<file path="config.mk">
export PLATFORM = sky130hd
export DESIGN_NAME = bram_scan_decoder_flat
export DESIGN_NICKNAME = d
export VERILOG_FILES = /design/src/rtl/bram_scan_decoder_if.sv /design/src/rtl/bram_scan_decoder.sv /design/src/flat_wrapper.sv
export SDC_FILE = /design/constraint.sdc
export NUM_CORES = 1
export LEC_CHECK = 0
export ABC_AREA = 1
export CAP_MARGIN = 15
export CORE_MARGIN = 4
export CORE_UTILIZATION = 35
export DETAILED_ROUTE_END_ITERATION = 10
export MAX_ROUTING_LAYER = met4
export PLACE_DENSITY = 0.5
export REMOVE_ABC_BUFFERS = 1
export SLEW_MARGIN = 20
export SYNTH_ARGS = -nofsm -noshare
export SYNTH_HDL_FRONTEND = slang
export SYNTH_SLANG_ARGS = --single-unit
export TNS_END_PERCENT = 10
</file>
<file path="constraint.sdc">
create_clock -name clk_i -period 8.5 [get_ports clk_i]
set_input_delay 2.125 -clock clk_i [delete_from_list [all_inputs] [get_ports clk_i]]
set_output_delay 2.125 -clock clk_i [all_outputs]
set_load 0.01 [all_outputs]
</file>
<file path="src/rtl/bram_scan_decoder_if.sv">
// Bus bundle for the BRAM scan decoder: the BRAM read port plus the decoded
// output stream. The decoder takes the master side, the BRAM model and the
// consumer take the slave side.
interface bram_scan_decoder_if #(
  parameter int BRAM_NUMBER_SIZE  = 5,
  parameter int BRAM_ADDRESS_SIZE = 8,
  parameter int I_SIZE            = 0,
  parameter int J_SIZE            = 9,
  parameter int X_SIZE            = 3,
  parameter int DATA_WIDTH        = 8
);
  localparam int I_W = (I_SIZE > 0) ? I_SIZE : 1;

  // BRAM read port
  logic                         rd_en;
  logic [BRAM_NUMBER_SIZE-1:0]  rd_bram_number;
  logic [BRAM_ADDRESS_SIZE-1:0] rd_bram_address;
  logic [DATA_WIDTH-1:0]        rd_data;

  // Decoded output stream
  logic                         out_valid;
  logic                         out_ready;
  logic [I_W-1:0]               out_i;
  logic [J_SIZE-1:0]            out_j;
  logic [X_SIZE-1:0]            out_x_enc;
  logic [DATA_WIDTH-1:0]        out_data;

  modport master (
    output rd_en, rd_bram_number, rd_bram_address,
    input  rd_data,
    output out_valid, out_i, out_j, out_x_enc, out_data,
    input  out_ready
  );

  modport slave (
    input  rd_en, rd_bram_number, rd_bram_address,
    output rd_data,
    input  out_valid, out_i, out_j, out_x_enc, out_data,
    output out_ready
  );
endinterface

</file>
<file path="src/rtl/bram_scan_decoder.sv">
// Sweeps every BRAM location (address inner, bank outer), reads the
// consistent ones and recovers the logical (i, j, x_enc) coordinates by
// inverting the forward address mapping. A credit counter bounds reads in
// flight plus FIFO occupancy so the output FIFO can never overflow.
module bram_scan_decoder #(
  parameter int BRAM_NUMBER_SIZE  = 5,
  parameter int BRAM_ADDRESS_SIZE = 8,
  parameter int I_SIZE            = 0,
  parameter int J_SIZE            = 9,
  parameter int X_SIZE            = 3,
  parameter int DATA_WIDTH        = 8,
  parameter int READ_LATENCY      = 1,
  parameter int FIFO_DEPTH        = 4
) (
  input  logic                  clk_i,
  input  logic                  rst_i,
  input  logic                  start_i,
  output logic                  busy_o,
  output logic                  done_o,
  bram_scan_decoder_if.master   bus
);
  localparam int BN          = BRAM_NUMBER_SIZE;
  localparam int BA          = BRAM_ADDRESS_SIZE;
  localparam int I_W         = (I_SIZE > 0) ? I_SIZE : 1;
  localparam int USED_J_BITS = BA - X_SIZE;
  localparam int NUM_J_BITS  = BN - I_SIZE;
  localparam int OVERLAP     = NUM_J_BITS + USED_J_BITS - J_SIZE;
  localparam int LOC_W       = BN + BA;
  localparam int COORD_W     = I_W + J_SIZE + X_SIZE;
  localparam int ENTRY_W     = COORD_W + DATA_WIDTH;
  localparam int PTR_W       = (FIFO_DEPTH > 1) ? $clog2(FIFO_DEPTH) : 1;
  localparam int CNT_W       = $clog2(FIFO_DEPTH + 1);

  // j bits sourced from the bank number (low) and from the address (high);
  // their intersection is the overlap that must agree for a valid location.
  localparam logic [J_SIZE-1:0] LOW_MASK  = J_SIZE'((64'd1 << NUM_J_BITS) - 64'd1);
  localparam logic [J_SIZE-1:0] HIGH_MASK = ~J_SIZE'((64'd1 << (J_SIZE - USED_J_BITS)) - 64'd1);
  localparam logic [J_SIZE-1:0] OVL_MASK  = LOW_MASK & HIGH_MASK;

  generate
    if (OVERLAP < 0) begin : g_bad_overlap
      $error("bram_scan_decoder: bank/address bits cannot cover the j field");
    end
  endgenerate

  typedef enum logic [1:0] {S_IDLE, S_SCAN, S_DRAIN} state_t;

  // Returns {consistent, i, j, x_enc} for one physical location.
  function automatic logic [COORD_W:0] decode_loc(input logic [BN-1:0] num,
                                                  input logic [BA-1:0] addr);
    logic [J_SIZE-1:0] j_num;
    logic [J_SIZE-1:0] j_addr;
    logic [J_SIZE-1:0] j_val;
    logic [I_W-1:0]    i_val;
    logic              ok;
    j_num  = J_SIZE'(num >> I_SIZE);
    j_addr = J_SIZE'(addr >> X_SIZE) << (J_SIZE - USED_J_BITS);
    ok     = (((j_num ^ j_addr) & OVL_MASK) == '0);
    j_val  = (j_num & LOW_MASK) | (j_addr & ~LOW_MASK);
    i_val  = (I_SIZE > 0) ? I_W'(num) : '0;
    return {ok, i_val, j_val, addr[X_SIZE-1:0]};
  endfunction

  // Circular FIFO pointer increment for non-power-of-two depths.
  function automatic logic [PTR_W-1:0] ptr_inc(input logic [PTR_W-1:0] p);
    return (p == PTR_W'(FIFO_DEPTH - 1)) ? '0 : p + PTR_W'(1'b1);
  endfunction

  state_t               state_q;
  logic [LOC_W-1:0]     loc_q;
  logic                 busy_q, done_q, rd_en_q;
  logic [BN-1:0]        rd_num_q;
  logic [BA-1:0]        rd_addr_q;
  logic [COORD_W-1:0]   coord_q;
  logic [CNT_W-1:0]     cnt_q, cnt_d;
  logic [READ_LATENCY-1:0] pv_q;
  logic [COORD_W-1:0]   pc_q [READ_LATENCY];
  logic [ENTRY_W-1:0]   mem_q [FIFO_DEPTH];
  logic [PTR_W-1:0]     wr_ptr_q, rd_ptr_q;
  logic [CNT_W-1:0]     fcnt_q, fcnt_d;
  logic                 valid_q;

  logic [COORD_W:0]     dec_s;
  logic                 issue_s, step_s, push_s, pop_s;

  // Step/issue decisions and next-state credit and FIFO occupancy.
  always_comb begin
    dec_s   = decode_loc(loc_q[LOC_W-1:BA], loc_q[BA-1:0]);
    issue_s = 1'b0;
    step_s  = 1'b0;
    if (state_q == S_SCAN) begin
      // Inconsistent locations advance without a read; consistent ones wait for credit.
      issue_s = dec_s[COORD_W] && (cnt_q < CNT_W'(FIFO_DEPTH));
      step_s  = !dec_s[COORD_W] || (cnt_q < CNT_W'(FIFO_DEPTH));
    end else begin
      issue_s = 1'b0;
      step_s  = 1'b0;
    end
    push_s = pv_q[READ_LATENCY-1];
    pop_s  = valid_q && bus.out_ready;
    case ({issue_s, pop_s})
      2'b10:   cnt_d = cnt_q + CNT_W'(1'b1);
      2'b01:   cnt_d = cnt_q - CNT_W'(1'b1);
      default: cnt_d = cnt_q;
    endcase
    case ({push_s, pop_s})
      2'b10:   fcnt_d = fcnt_q + CNT_W'(1'b1);
      2'b01:   fcnt_d = fcnt_q - CNT_W'(1'b1);
      default: fcnt_d = fcnt_q;
    endcase
  end

  // Scan FSM: location counter, read strobe, credit counter, busy/done.
  always_ff @(posedge clk_i or posedge rst_i) begin
    if (rst_i) begin
      state_q   <= S_IDLE;
      loc_q     <= '0;
      busy_q    <= 1'b0;
      done_q    <= 1'b0;
      rd_en_q   <= 1'b0;
      rd_num_q  <= '0;
      rd_addr_q <= '0;
      coord_q   <= '0;
      cnt_q     <= '0;
    end else begin
      done_q  <= 1'b0;
      rd_en_q <= issue_s;
      cnt_q   <= cnt_d;
      if (issue_s) begin
        rd_num_q  <= loc_q[LOC_W-1:BA];
        rd_addr_q <= loc_q[BA-1:0];
        coord_q   <= dec_s[COORD_W-1:0];
      end
      case (state_q)
        S_IDLE: begin
          if (start_i) begin
            state_q <= S_SCAN;
            busy_q  <= 1'b1;
            loc_q   <= '0;
          end
        end
        S_SCAN: begin
          if (step_s) begin
            loc_q <= loc_q + LOC_W'(1'b1);
            if (&loc_q) begin
              state_q <= S_DRAIN;
            end
          end
        end
        S_DRAIN: begin
          // Credit returns to zero only once nothing is in flight or buffered.
          if (cnt_d == '0) begin
            state_q <= S_IDLE;
            busy_q  <= 1'b0;
            done_q  <= 1'b1;
          end
        end
        default: begin
          state_q <= S_IDLE;
          busy_q  <= 1'b0;
        end
      endcase
    end
  end

  // Coordinates ride alongside each read until its data returns.
  always_ff @(posedge clk_i or posedge rst_i) begin
    if (rst_i) begin
      pv_q <= '0;
      for (int k = 0; k < READ_LATENCY; k++) pc_q[k] <= '0;
    end else begin
      pv_q[0] <= rd_en_q;
      pc_q[0] <= coord_q;
      for (int k = 1; k < READ_LATENCY; k++) begin
        pv_q[k] <= pv_q[k-1];
        pc_q[k] <= pc_q[k-1];
      end
    end
  end

  // Output FIFO: push returning words with their coordinates, pop on handshake.
  always_ff @(posedge clk_i or posedge rst_i) begin
    if (rst_i) begin
      wr_ptr_q <= '0;
      rd_ptr_q <= '0;
      fcnt_q   <= '0;
      valid_q  <= 1'b0;
      for (int k = 0; k < FIFO_DEPTH; k++) mem_q[k] <= '0;
    end else begin
      if (push_s) begin
        mem_q[wr_ptr_q] <= {pc_q[READ_LATENCY-1], bus.rd_data};
        wr_ptr_q        <= ptr_inc(wr_ptr_q);
      end
      if (pop_s) begin
        rd_ptr_q <= ptr_inc(rd_ptr_q);
      end
      fcnt_q  <= fcnt_d;
      valid_q <= (fcnt_d != '0);
    end
  end

  assign busy_o              = busy_q;
  assign done_o              = done_q;
  assign bus.rd_en           = rd_en_q;
  assign bus.rd_bram_number  = rd_num_q;
  assign bus.rd_bram_address = rd_addr_q;
  assign bus.out_valid       = valid_q;
  assign {bus.out_i, bus.out_j, bus.out_x_enc, bus.out_data} = mem_q[rd_ptr_q];
endmodule
</file>
<file path="src/flat_wrapper.sv">
// flat-port wrapper written by rule: the top's interface ports become plain ports
module bram_scan_decoder_flat 
#(
  parameter int BRAM_NUMBER_SIZE  = 5,
  parameter int BRAM_ADDRESS_SIZE = 8,
  parameter int I_SIZE            = 0,
  parameter int J_SIZE            = 9,
  parameter int X_SIZE            = 3,
  parameter int DATA_WIDTH        = 8,
  parameter int READ_LATENCY      = 1,
  parameter int FIFO_DEPTH        = 4
)
  (clk_i, rst_i, start_i, busy_o, done_o, bus_rd_en, bus_rd_bram_number, bus_rd_bram_address, bus_rd_data, bus_out_valid, bus_out_i, bus_out_j, bus_out_x_enc, bus_out_data, bus_out_ready);
  bram_scan_decoder_if #(.BRAM_NUMBER_SIZE(BRAM_NUMBER_SIZE), .BRAM_ADDRESS_SIZE(BRAM_ADDRESS_SIZE), .I_SIZE(I_SIZE), .J_SIZE(J_SIZE), .X_SIZE(X_SIZE), .DATA_WIDTH(DATA_WIDTH)) bus_i ();
  input  logic clk_i;
  input  logic rst_i;
  input  logic start_i;
  output logic busy_o;
  output logic done_o;
  output wire logic [$bits(bus_i.rd_en)-1:0] bus_rd_en;
  output wire logic [$bits(bus_i.rd_bram_number)-1:0] bus_rd_bram_number;
  output wire logic [$bits(bus_i.rd_bram_address)-1:0] bus_rd_bram_address;
  input wire logic [$bits(bus_i.rd_data)-1:0] bus_rd_data;
  output wire logic [$bits(bus_i.out_valid)-1:0] bus_out_valid;
  output wire logic [$bits(bus_i.out_i)-1:0] bus_out_i;
  output wire logic [$bits(bus_i.out_j)-1:0] bus_out_j;
  output wire logic [$bits(bus_i.out_x_enc)-1:0] bus_out_x_enc;
  output wire logic [$bits(bus_i.out_data)-1:0] bus_out_data;
  input wire logic [$bits(bus_i.out_ready)-1:0] bus_out_ready;
  assign bus_rd_en = bus_i.rd_en;
  assign bus_rd_bram_number = bus_i.rd_bram_number;
  assign bus_rd_bram_address = bus_i.rd_bram_address;
  assign bus_i.rd_data = bus_rd_data;
  assign bus_out_valid = bus_i.out_valid;
  assign bus_out_i = bus_i.out_i;
  assign bus_out_j = bus_i.out_j;
  assign bus_out_x_enc = bus_i.out_x_enc;
  assign bus_out_data = bus_i.out_data;
  assign bus_i.out_ready = bus_out_ready;
  bram_scan_decoder #(.BRAM_NUMBER_SIZE(BRAM_NUMBER_SIZE), .BRAM_ADDRESS_SIZE(BRAM_ADDRESS_SIZE), .I_SIZE(I_SIZE), .J_SIZE(J_SIZE), .X_SIZE(X_SIZE), .DATA_WIDTH(DATA_WIDTH), .READ_LATENCY(READ_LATENCY), .FIFO_DEPTH(FIFO_DEPTH)) u_core (.clk_i(clk_i), .rst_i(rst_i), .start_i(start_i), .busy_o(busy_o), .done_o(done_o), .bus(bus_i));
endmodule
</file>
== Yosys cells after proc, flatten, opt, wreduce, memory -nomap -nowiden ==
Cells that the tools add are included.

* Magnitude comparators: 4
* Equality and inequality tests: 12
* Add/sub/neg operators: 7
* Bitwise logic cells: 5
* Muxes and demuxes: 25
* Reduce and logical (&&, ||, !) cells: 14

{| class="wikitable"
|+ Operator list
! cell !! number
|-
| bitwise mux 84 bit || 1
|-
| two-way mux 21 bit || 3
|-
| binary-select mux 21 bit (select 2 bit) || 1
|-
| demux 21 bit (select 2 bit) || 1
|-
| two-way mux 13 bit || 2
|-
| one-hot mux 13 bit (2 select lines) || 1
|-
| adder 13 x 1 -> 13 bit (second input constant) || 1
|-
| AND reduction 13 bit || 1
|-
| two-way mux 2 bit || 6
|-
| one-hot mux 3 bit (2 select lines) || 2
|-
| == test 2 bit (second input constant) || 5
|-
| zero test 9 bit || 1
|-
| OR 5 x 9 -> 9 bit || 1
|-
| adder 3 x 1 -> 3 bit (second input constant) || 2
|-
| == test 2 x 1 -> 1 bit (second input constant) || 3
|-
| greater-or-equal comparator 3 bit (second input constant) || 2
|-
| two-way mux 1 bit || 6
|-
| NOT 2 -> 3 bit || 2
|-
| one-hot mux 2 bit (3 select lines) || 1
|-
| AND reduction 3 bit || 2
|-
| subtractor 3 x 1 -> 3 bit (second input constant) || 2
|-
| bitwise XOR 5 bit || 1
|-
| adder 2 x 1 -> 2 bit (second input constant) || 2
|-
| inequality test 2 x 1 -> 1 bit (second input constant) || 2
|-
| other kinds (13) || 16
|}

* Output and inout bits: 38
* Bits of input ports: 12
* Logic and storage cells: 86
* Flip-flop bits (word level): 151

== Longest topological paths before layout ==
Gate-level depths: netlist of the first run.

* Word-level depth: 9
* Mapped depth: 18
* Gate-level depth less buffers: 17

== Worst setup path after synthesis of the first run ==
OpenSTA, ideal clock, no wires.

* Kind: in2reg
* Start point: in bus_out_ready
* End point: reg u_core.busy_q, in the netlist u_core.busy_o
* Buffers on the path: 0
* Arrival: 3540 ps
* Path slack: 4835 ps
* Stages: 12
* Required time: 8375 ps
* Setup time: 125 ps
* Cell sequence: nand2_1 > inv_1 > ha_1 > inv_1 > fa_1 > o21ai_0 > nor2_1 > nand3_1 > nand2_1 > nand3_1 > nand2_1 > nand2_1

* Cells in the longest elaborated chain, start to end: 6
* Elaborated cells between the ends (all ways): 7
* Those cells by class: eq/ne: 3; mux: 1; reduce/logical: 3

{| class="wikitable"
|+ Ends and longest elaborated chain
! item !! RTL line !! RTL
|-
| start: declaration || flat_wrapper.sv:29 || <nowiki>input wire logic [$bits(bus_i.out_ready)-1:0] bus_out_ready;</nowiki>
|-
| logical AND 1 bit * || bram_scan_decoder.sv:100 || <nowiki>pop_s = valid_q && bus.out_ready;</nowiki>
|-
| == test 2 x 1 -> 1 bit / == test 2 bit (equally long branches) || bram_scan_decoder.sv:101 || <nowiki>case ({issue_s, pop_s})</nowiki>
|-
| one-hot mux 3 bit (2 select lines) * || bram_scan_decoder.sv:101 ||
|-
| net u_core.cnt_d[1] || bram_scan_decoder.sv:75 || <nowiki>logic [CNT_W-1:0] cnt_q, cnt_d;</nowiki>
|-
| zero test 3 bit * || bram_scan_decoder.sv:152 || <nowiki>if (cnt_d == '0) begin</nowiki>
|-
| inequality test 2 x 1 -> 1 bit (no source line) * || n/a ||
|-
| AND reduction 3 bit (no source line) * || n/a ||
|-
| end signal: assignment || bram_scan_decoder.sv:118 || <nowiki>busy_q <= 1'b0;</nowiki>
|-
| end signal: assignment || bram_scan_decoder.sv:154 || <nowiki>busy_q <= 1'b0;</nowiki>
|-
| end signal: assignment || bram_scan_decoder.sv:160 || <nowiki>busy_q <= 1'b0;</nowiki>
|-
| end: declaration || bram_scan_decoder.sv:71 || <nowiki>logic busy_q, done_q, rd_en_q;</nowiki>
|}

Mark *: on every way through the listed nets, which the timed path passes. The rest lies on a longest branch.
A chain may end at the register's enable or synchronous reset.

== Final worst setup path of the first run ==
* Start point: reg u_core.rd_ptr_q[1]
* End point: out bus_out_x_enc[0]

* Cells in the longest elaborated chain, start to end: 4

{| class="wikitable"
|+ Ends and longest elaborated chain
! item !! RTL line !! RTL
|-
| start: declaration || bram_scan_decoder.sv:79 || <nowiki>logic [PTR_W-1:0] wr_ptr_q, rd_ptr_q;</nowiki>
|-
| start signal: assignment || bram_scan_decoder.sv:195 || <nowiki>rd_ptr_q <= ptr_inc(rd_ptr_q);</nowiki>
|-
| NOT 2 -> 3 bit (not written as such) || bram_scan_decoder.sv:208 || <nowiki>assign {bus.out_i, bus.out_j, bus.out_x_enc, bus.out_data} = mem_q[rd_ptr_q];</nowiki>
|-
| binary-select mux 21 bit (select 2 bit) || bram_scan_decoder.sv:208 ||
|-
| two-way mux 21 bit (not written as such) (2 in series) || bram_scan_decoder.sv:208 ||
|-
| end: declaration || flat_wrapper.sv:27 || <nowiki>output wire logic [$bits(bus_i.out_x_enc)-1:0] bus_out_x_enc;</nowiki>
|}

Every way passes these cells. The select of a mux whose other input is x is not followed.

==> results of run 1 <==
==> power breakdown <==
part           internal (W)  switching [W]  total, W
combinational      0.000435       0.000595   0.00103
sequential         0.000891       0.000157   0.00105
clock              0.000415       0.000250  0.000665
==> metal layers <==
layer  part of all wire [%]  vias up  global-route usage (%)
met5                      0        -                       -
met4                    1.0        0                    4.99
met3                    3.1       14                    3.36
met2                     47       83                    23.1
met1                     49     2186                    21.3
li1                       -     2225                       -
==> cell families after synthesis <==
logic type / count (synthesis) / share of synthesized area, %
buffers and inverters: 91 / 6.40
other: 1 / 0.0640
flip-flops: 135 / 57.6
AO/OA/AOI/OAI: 176 / 16.5
AND/OR/NAND/NOR: 238 / 16.4
adder cells (fa/ha/maj): 10 / 2.39
XOR/XNOR: 4 / 0.598
==> flip-flops by register name (all words and copies together) (netlist names) <==
signal and flops:
u_core.mem_q 80, u_core.loc_q 13, u_core.pc_q 12, u_core.bus.rd_bram_address 8
u_core.bus.rd_bram_number 4, u_core.cnt_q 3, u_core.fcnt_q 3, u_core.rd_ptr_q 2
u_core.state_q 2, u_core.wr_ptr_q 2, u_core.bus.out_valid 1, u_core.bus.rd_en 1
u_core.busy_o 1, u_core.coord_q 1, u_core.done_o 1, u_core.push_s 1
==> metrics by stage <==
stage                     hold slack (ns)  total power (W)  utilization [%]  cell area, um2
final                               0.411          0.00274             42.7            7050
after global routing                0.417          0.00298             42.7            7050
after CTS                           0.415          0.00278             42.7            7050
after detailed placement            0.402          0.00209             39.4            6520
after global placement              0.397          0.00206             39.4            6520
after floorplan                     0.416          0.00164                -            5700
==> cell usage in the layout (no fill, tap or decap) <==
master           count
nor2_2               1
o31ai_1              2
nand3_2              1
inv_4                1
inv_2                2
clkbuf_1             4
nor3_2               1
dfrtp_1            135
clkbuf_16           17
clkbuf_8             6
o22ai_1             20
nand2_2              4
ha_1                 8
buf_4                7
clkdlybuf4s50_1     48
a21oi_1              3
xor2_1               3
nor2_1              57
o21ai_1              6
nand4_1              9
o21ai_2             14
clkinv_2             3
o21ai_0            130
nor3_1               6
nand2_1            148
nand3_1             11
conb_1               1
inv_1               55
xnor2_1              1
a21oi_2              1
fa_1                 2
==> layout make-up <==
type / count / area [um2] / area share, %
Inverter: 58 / 220 / 3.12
Clock buffer: 27 / 523 / 7.42
Multi-Input combinational cell: 429 / 2110 / 29.9
Clock inverter: 3 / 15.0 / 0.213
Tap cell: 220 / 275 / 3.90
Timing Repair Buffer: 55 / 533 / 7.56
Sequential cell: 135 / 3380 / 47.9
==> worst paths after layout <==
| kind | from | endpoint | slack (ns) | cells after the start |
|---|---|---|---|---|
| worst max-delay path | u_core.rd_ptr_q[1]$_DFFE_PP0N_ | bus_out_x_enc[0] | 3.57 | 4 |
| min in group asynchronous | rst_i | u_core.coord_q[7]$_DFFE_PP0P_ | 2.28 | 2 |
| max in group asynchronous | rst_i | u_core.state_q[0]$_DFFE_PP0P_ | 4.87 | 3 |
| worst max register to register | u_core.state_q[1]$_DFFE_PP0P_ | u_core.state_q[1]$_DFFE_PP0P_ | 5.33 | 13 |
| worst min-delay path | u_core.bus.rd_bram_number[3]$_DFFE_PP0P_ | u_core.pc_q[6]$_DFF_PP0_ | 0.41 | 0 |
| worst min register to register | u_core.bus.rd_bram_number[3]$_DFFE_PP0P_ | u_core.pc_q[6]$_DFF_PP0_ | 0.41 | 0 |
==> reports/qor.yml, run 1 <==
drt_iter0_drc: 296
relSlewSlack_pct: 34.0
syn_area_mm2: 0.00586
wl_per_cell_um: 14.4
setup_tns_ns: 0
power_density_mw_per_mm2: 389
ys.flop_type: "dfrtp_1"
fin_ws_ns: 3.57
cap_viol_max_count: 0
period_needed_ns: 4.93
cp-start-kind: "flip-flop"
yosysWarnings: 0
clock_latency_ns: 0.41
status: "finished, final reports clean"
dr.pass1.iters: 5
vdd_drop_max_mv: 0.165
fmax_mhz: 203
coreArea_mm2: 0.0165
ant_nets: 0
synth.avg_cell_area_um2: 8.95
clock_sinks: 135
pre_cts_ws_ns: 4.00
h-tree-depth: 4
cts_resized: 0
rsz0062_at_grt: "no"
cpLargestDelayFamily: "buffers and inverters"
place_congestion: 0.804
min_period_over_period_pct: 58.0
path_buf_inv: 2
overflow: 0
synth_common_cells: "148 x nand2_1, 135 x dfrtp_1, 130 x o21ai_0"
synth_edf_count: 0
synth-seq-cells: 135
cp.arrival_ns: 2.80
grt_first_pass_wirelength_um: 22500
yosys.area.top_type: "dfrtp_1"
layout-drive-gt1-share_pct: 8.20
worst-setup-path-type: "flip-flop to primary output"
ys_types: 27
antenna_cells: 0
final.fill_count: 1599
fin_worst_skew_ns: 0.00734
numCtsBuffers: 17
wl_um: 13400
max_stage_delay_ns: 0.70
grt_max_degree: 75
cts_buffer_depth: 2
clk_pin_slew_ns: 0.05
seq_area_frac_synth_pct: 57.6
synth_top_area_share_pct: 57.6
track_usage_pct: 15.6
setup_viol: 0
cp_cell_sequence: "inv_1, o21ai_0, o22ai_1, clkdlybuf4s50_1"
grt_pass1_vias: 4463
slowest_stage: "inv_1"
viasPerCell: 4.86
die_y_um: 137
required_ns: 6.38
hp-class: "flip-flop to flip-flop"
row_count: 47
worst_pin_slew_ns: 0.988
cts_hold_buf: 0
drcViolationCount: 0
cts_tree: "yes"
final_nets: 718
instances_no_fill: 927
hold_viol: 0
io_pins: 50
dieArea_mm2: 0.0189
die_w_um: 137
cts.root.buffer_cell: "clkbuf_16"
synthToLayoutAreaGrowth_pct: 20.3
antenna_found_initial: 0
placed_cells_incl_taps: 897
hpwlAfterDp_um: 8570
worstSetupEndpointType: "primary output"
yosys-top-cells-area: "dfrtp_1 58%, o21ai_0 11%, nand2_1 9.5%"
vias: 4508
synthCells: 655
io_buffers: 48
drv_slew: 0
cp_max_fo: 22
cts_setup_buffers: 0
p_leak_nw: 3.23
start_util_pct: 35.5
post-synth-top-count-cell: "nand2_1"
postSynth.asyncResetShare_pct: 100
Power figures use the tool's default switching activity.
==> inputs of run 2 (changes only) <==
==> constraint.sdc (replaced) <==
create_clock -name clk_i -period 4.9 [get_ports clk_i]
set_input_delay 1.225 -clock clk_i [delete_from_list [all_inputs] [get_ports clk_i]]
set_output_delay 1.225 -clock clk_i [all_outputs]
set_load 0.01 [all_outputs]
==> run 2 against run 1 <==
Clock skew shrank 0.0024 ns; clock-buffer cell count shrank 3; routed wire length grew 1.3%; first-iteration DRC count grew 9.5%; clock power grew 73%; global-route usage grew 0.25 points; sequential share of layout area shrank 0.093 points; critical path depth grew 1; highest routed layer unchanged.
==> reports/qor.yml, run 2 (synthesis results as in run 1) <==
fmax_mhz: 272
cpLargestDelayFamily: "buffers and inverters"
regMostFlops: "u_core.mem_q"
viasPerCell: 4.86  # about the same
cts_hold_buf: 0  # unchanged
worstSetupEndpointType: "primary output"
setup_tns_ns: 0  # unchanged
start_util_pct: 35.5  # unchanged
hold_ws_ns: 0.380  # -0.0306 ns
drcViolationCount: 0  # unchanged
io_pins: 50  # unchanged
io_buffers: 48  # unchanged
wl_um: 13600  # +1.3%
cts_tree: "yes"
largestRegisters: "u_core.mem_q (80), u_core.loc_q (13), u_core.pc_q (12)"
wl_per_cell_um: 14.6  # +0.98%
cp-start-kind: "flip-flop"
track_usage_pct: 15.8  # +0.25 points
antenna_cells: 0  # unchanged
fin_worst_skew_ns: 0.00490  # -0.00244 ns
clock_latency_ns: 0.41  # about the same
numCtsBuffers: 17  # unchanged
final.fill_count: 1654  # +3.4%
relSlewSlack_pct: 49.3  # +15 points
cp_cell_sequence: "inv_1, buf_4, o21ai_0, o22ai_1, clkdlybuf4s50_1"
h-tree-depth: 4  # unchanged
path_buf_inv: 3  # +1
grt_pass1_vias: 4329  # -3.0%
max_stage_delay_ns: 0.57  # -0.13 ns
min_period_over_period_pct: 75.0
final_common_cell: "nand2_1"
worst_pin_slew_ns: 0.760  # -0.228 ns
largest_reg_flops: 80  # unchanged
period_needed_ns: 3.67
clk_pin_slew_ns: 0.05  # about the same
slowest_stage: "clkdlybuf4s50_1"
cts.root.buffer_cell: "clkbuf_16"
fin_util_pct: 42.8  # +0.083 points
synthToLayoutAreaGrowth_pct: 20.6
worst-setup-path-type: "flip-flop to primary output"
vdd_drop_max_mv: 0.268  # +62%
cp.arrival_ns: 2.45  # -0.35 ns
required_ns: 3.67  # -2.71 ns
vias: 4520  # +0.27%
drt_iter0_drc: 324  # +9.5%
cts_resized: 0  # unchanged
ant_nets: 0  # unchanged
grt_first_pass_wirelength_um: 22500  # about the same
hold_viol: 0  # unchanged
row_count: 47  # unchanged
status: "finished, final reports clean"
antenna_found_initial: 0  # unchanged
final_nets: 722  # +0.56%
cts_setup_buffers: 0  # unchanged
p_leak_nw: 3.24  # +0.29%
dieArea_mm2: 0.0189  # unchanged
place_congestion: 0.805  # +0.17%
clock_sinks: 135  # unchanged
cap_viol_max_count: 0  # unchanged
die_y_um: 137  # unchanged
grt_max_degree: 60  # -20%
rsz0062_at_grt: "no"
dr.pass1.iters: 4  # -1
cts_buffer_depth: 2  # unchanged
hp-class: "flip-flop to flip-flop"
overflow: 0  # unchanged
setup_viol: 0  # unchanged
cp_max_fo: 24  # +9.1%
drv_slew: 0  # unchanged
die_w_um: 137  # unchanged
layout-drive-gt1-share_pct: 8.45  # +0.25 points
mostFrequentLayoutCells: "148 x nand2_1, 135 x dfrtp_1, 130 x o21ai_0, 57 x nor2_1, 55 x inv_1"
hpwlAfterDp_um: 8530  # -0.51%
coreArea_mm2: 0.0165  # unchanged
power_density_mw_per_mm2: 674  # +73%
## run 2: final cells by class
cell class,instances,area [um2],share of cell area (%)
clock inverters,5,50.0,0.708
well taps,220,275,3.90
repair buffers,59,563,7.97
clock buffers,24,472,6.67
multi-input cells,429,2110,29.8
inverters,58,220,3.12
flip-flops and latches,135,3380,47.8
## run 2: per-layer routing
layer / vias up / part of all wire (%) / global-route usage (%) / wire length, um
met2: 88 / 47 / 23.8 / 6320
li1: 2231 / - / - / -
met5: - / 0 / - / 0
met3: 10 / 3.9 / 3.83 / 526
met4: 0 / 0.84 / 3.99 / 114
met1: 2191 / 49 / 21.6 / 6610
## run 2: power by group
| group | leakage (nW) | internal (W) | switching (W) |
|---|---|---|---|
| clock | 0.260 | 0.000712 | 0.000434 |
| combinational | 1.22 | 0.000764 | 0.00106 |
| sequential | 1.75 | 0.00155 | 0.000247 |
| total | 3.24 | 0.00302 | 0.00174 |
## run 2: worst paths after layout
kind	from	end	slack, ns	depth (start not counted)
max	u_core.rd_ptr_q[0]$_DFFE_PP0N_	bus_out_j[2]	1.23	5
min	u_core.bus.rd_en$_DFF_PP0_	u_core.push_s$_DFF_PP0_	0.38	0
max reg2reg	u_core.loc_q[3]$_DFFE_PP0P_	u_core.busy_o$_DFFE_PP0P_	2.60	15
min reg2reg	u_core.bus.rd_en$_DFF_PP0_	u_core.push_s$_DFF_PP0_	0.38	0
max in group asynchronous	rst_i	u_core.mem_q[76]$_DFFE_PP0P_	2.70	3
min in group asynchronous	rst_i	u_core.bus.rd_bram_address[3]$_DFFE_PP0P_	1.31	2
## run 2: metrics by stage
| step | power [W] | instances | setup slack [ns] | cell area [um2] |
|---|---|---|---|---|
| 2_1_floorplan | 0.00285 | 622 | 0.0639 | 5700 |
| 3_3_place_gp | 0.00361 | 901 | 1.49 | 6550 |
| 3_5_place_dp | 0.00366 | 901 | 1.47 | 6550 |
| 4_1_cts | 0.00483 | 930 | 1.16 | 7070 |
| 5_1_grt | 0.00516 | 930 | 1.03 | 7070 |
| 6_report | 0.00477 | 930 | 1.23 | 7070 |
==> inputs of run 3 (changes only) <==
==> constraint.sdc (replaced) <==
create_clock -name clk_i -period 3.5 [get_ports clk_i]
set_input_delay 0.875 -clock clk_i [delete_from_list [all_inputs] [get_ports clk_i]]
set_output_delay 0.875 -clock clk_i [all_outputs]
set_load 0.01 [all_outputs]
==> run 3 against run 2 <==
Via count is 0.62% lower; cell count up 0.54%; register-to-register slack got worse by 1.4 ns; total power increased by 48%; sequential share of layout area shrank 1.1 points; largest power group unchanged; final area rose by 2.4%; global-route usage about the same.
==> reports/qor.yml, run 3 (synthesis results as in run 1) <==
status: "finished, final reports clean"
fin_util_pct: 43.8  # +1.0 points
start_util_pct: 35.5  # unchanged
fmax_mhz: 314
numCtsBuffers: 17  # unchanged
period_needed_ns: 3.19
antenna_found_initial: 0  # unchanged
vdd_drop_max_mv: 0.364  # +36%
p_sw_share_pct: 35.1  # -1.4 points
instances_no_fill: 935  # +0.54%
cp_max_fo: 30  # +25%
cts_buffer_depth: 2  # unchanged
cts_setup_buffers: 0  # unchanged
antenna_cells: 0  # unchanged
worstSetupEndpointType: "primary output"
hold_viol: 0  # unchanged
grt_first_pass_wirelength_um: 22600  # +0.15%
clk_pin_slew_ns: 0.06  # about the same
wl_per_cell_um: 14.5  # -0.29%
vias: 4492  # -0.62%
h-tree-depth: 4  # unchanged
die_w_um: 137  # unchanged
dr.pass1.iters: 5  # +1
clkPwrFrac_pct: 27.5  # +3.5 points
clock_sinks: 135  # unchanged
mostFrequentLayoutCells: "148 x nand2_1, 135 x dfrtp_1, 130 x o21ai_0, 57 x nor2_1, 55 x inv_1"
relSlewSlack_pct: 63.0  # +14 points
final.fill_count: 1625  # -1.8%
cts_hold_buf: 0  # unchanged
power_density_mw_per_mm2: 972  # +44%
drcViolationCount: 0  # unchanged
regMostFlops: "u_core.mem_q"
min_period_over_period_pct: 91.0
grt_max_degree: 43  # -28%
io_pins: 50  # unchanged
fin_worst_skew_ns: 0.00667  # +0.00178 ns
cts_tree: "yes"
grt_pass1_vias: 4447  # +2.7%
row_count: 47  # unchanged
largestRegisters: "u_core.mem_q (80), u_core.loc_q (13), u_core.pc_q (12)"
worst_pin_slew_ns: 0.555  # -0.205 ns
rsz0062_at_grt: "no"
cp.arrival_ns: 2.31  # -0.14 ns
final_nets: 724  # +0.28%
largest_reg_flops: 80  # unchanged
power_frac_seq_pct: 35.5  # -2.1 points
dieArea_mm2: 0.0189  # unchanged
ant_nets: 0  # unchanged
overflow: 0  # unchanged
comb_power_share_pct: 36.9  # -1.4 points
p_leak_nw: 3.32  # +2.4%
die_y_um: 137  # unchanged
worst-setup-path-type: "flip-flop to primary output"
place_congestion: 0.820  # +1.8%
wl_um: 13600  # +0.24%
cap_viol_max_count: 0  # unchanged
hp-class: "flip-flop to flip-flop"
synthToLayoutAreaGrowth_pct: 23.5
hpwlAfterDp_um: 8550  # +0.18%
setup_viol: 0  # unchanged
placed_cells_incl_taps: 903  # +0.22%
p_sw_w: 0.00247  # +42%
required_ns: 2.62  # -1.05 ns
drt_iter0_drc: 300  # -7.4%
final_common_cell: "nand2_1"
cts_resized: 0  # unchanged
cts.root.buffer_cell: "clkbuf_16"
track_usage_pct: 15.8  # -0.033 points
drv_slew: 0  # unchanged
clock_latency_ns: 0.41  # about the same
coreArea_mm2: 0.0165  # unchanged
p_int_w: 0.00456  # +51%
viasPerCell: 4.80  # -1.2%
cp-start-kind: "flip-flop"
layout-drive-gt1-share_pct: 9.51  # +1.1 points
io_buffers: 48  # unchanged
==> run 3: changes by cell type in the layout (fill, tap and decap cells not counted) <==
cell | previous run | this run
clkbuf_8 | 2 | 6
bufinv_16 | 1 | 4
clkbuf_1 | 5 | 2
buf_12 | 0 | 2
clkinv_2 | 4 | 2
clkinvlp_4 | 0 | 1
==> run 3: power groups by stage <==
| stage | registers, W | clock network, W | logic, W |
|---|---|---|---|
| 2_1_floorplan | 0.00251 | 0 | 0.00148 |
| 6_report | 0.00250 | 0.00194 | 0.00260 |
| 3_5_place_dp | 0.00252 | 0 | 0.00265 |
| 3_3_place_gp | 0.00250 | 0 | 0.00256 |
| 4_1_cts | 0.00250 | 0.00199 | 0.00266 |
| 5_1_grt | 0.00258 | 0.00206 | 0.00295 |
==> run 3: worst max-delay path: stages (launching register included) <==
cell             delay, ns
dfrtp_1               0.37
inv_1                 0.34
buf_12                0.24
o21ai_0               0.09
o22ai_1               0.25
clkdlybuf4s50_1       0.60
==> run 3: metal layers <==
metal  vias to the layer above  GRT usage [%]  share of wire (%)
li1                       2226              -                  -
met1                      2175           20.6                 48
met2                        80           24.5                 48
met3                        11           3.65                3.4
met4                         0           4.88               0.98
met5                         -              -                  0
==> run 3: area by class of cell <==
cell class              instances  area, um2  area share (%)
well taps                     220        275            3.80
repair buffers                 61        603            8.33
flip-flops and latches        135       3380            46.7
multi-input cells             429       2110            29.1
inverters                      58        220            3.04
clock buffers                  25        515            7.12
clock inverters                 7        138            1.90
==> run 3: per-stage QoR <==
stage / hold slack, ns / instance area [um2] / TNS, ns / setup slack (ns) / total power (W)
after floorplan: 0.416 / 5700 / -133.12 / -0.986 / 0.00398
after global placement: 0.404 / 6590 / 0 / 0.464 / 0.00507
after detailed placement: 0.405 / 6590 / 0 / 0.439 / 0.00517
after CTS: 0.420 / 7240 / 0 / 0.303 / 0.00715
after global routing: 0.425 / 7240 / 0 / 0.221 / 0.00759
final: 0.414 / 7240 / 0 / 0.314 / 0.00704
==> run 3: worst paths after layout <==
check,start,end,slack (ns),depth (start not counted)
worst max-delay path,u_core.rd_ptr_q[0]$_DFFE_PP0N_,bus_out_x_enc[2],0.31,5
worst min register to register,u_core.bus.rd_en$_DFF_PP0_,u_core.push_s$_DFF_PP0_,0.41,0
min in group asynchronous,rst_i,u_core.fcnt_q[0]$_DFF_PP0_,0.88,2
worst max register to register,u_core.state_q[1]$_DFFE_PP0P_,u_core.state_q[1]$_DFFE_PP0P_,1.16,13
max in group asynchronous,rst_i,u_core.bus.rd_bram_number[3]$_DFFE_PP0P_,1.87,3
worst min-delay path,u_core.bus.rd_en$_DFF_PP0_,u_core.push_s$_DFF_PP0_,0.41,0
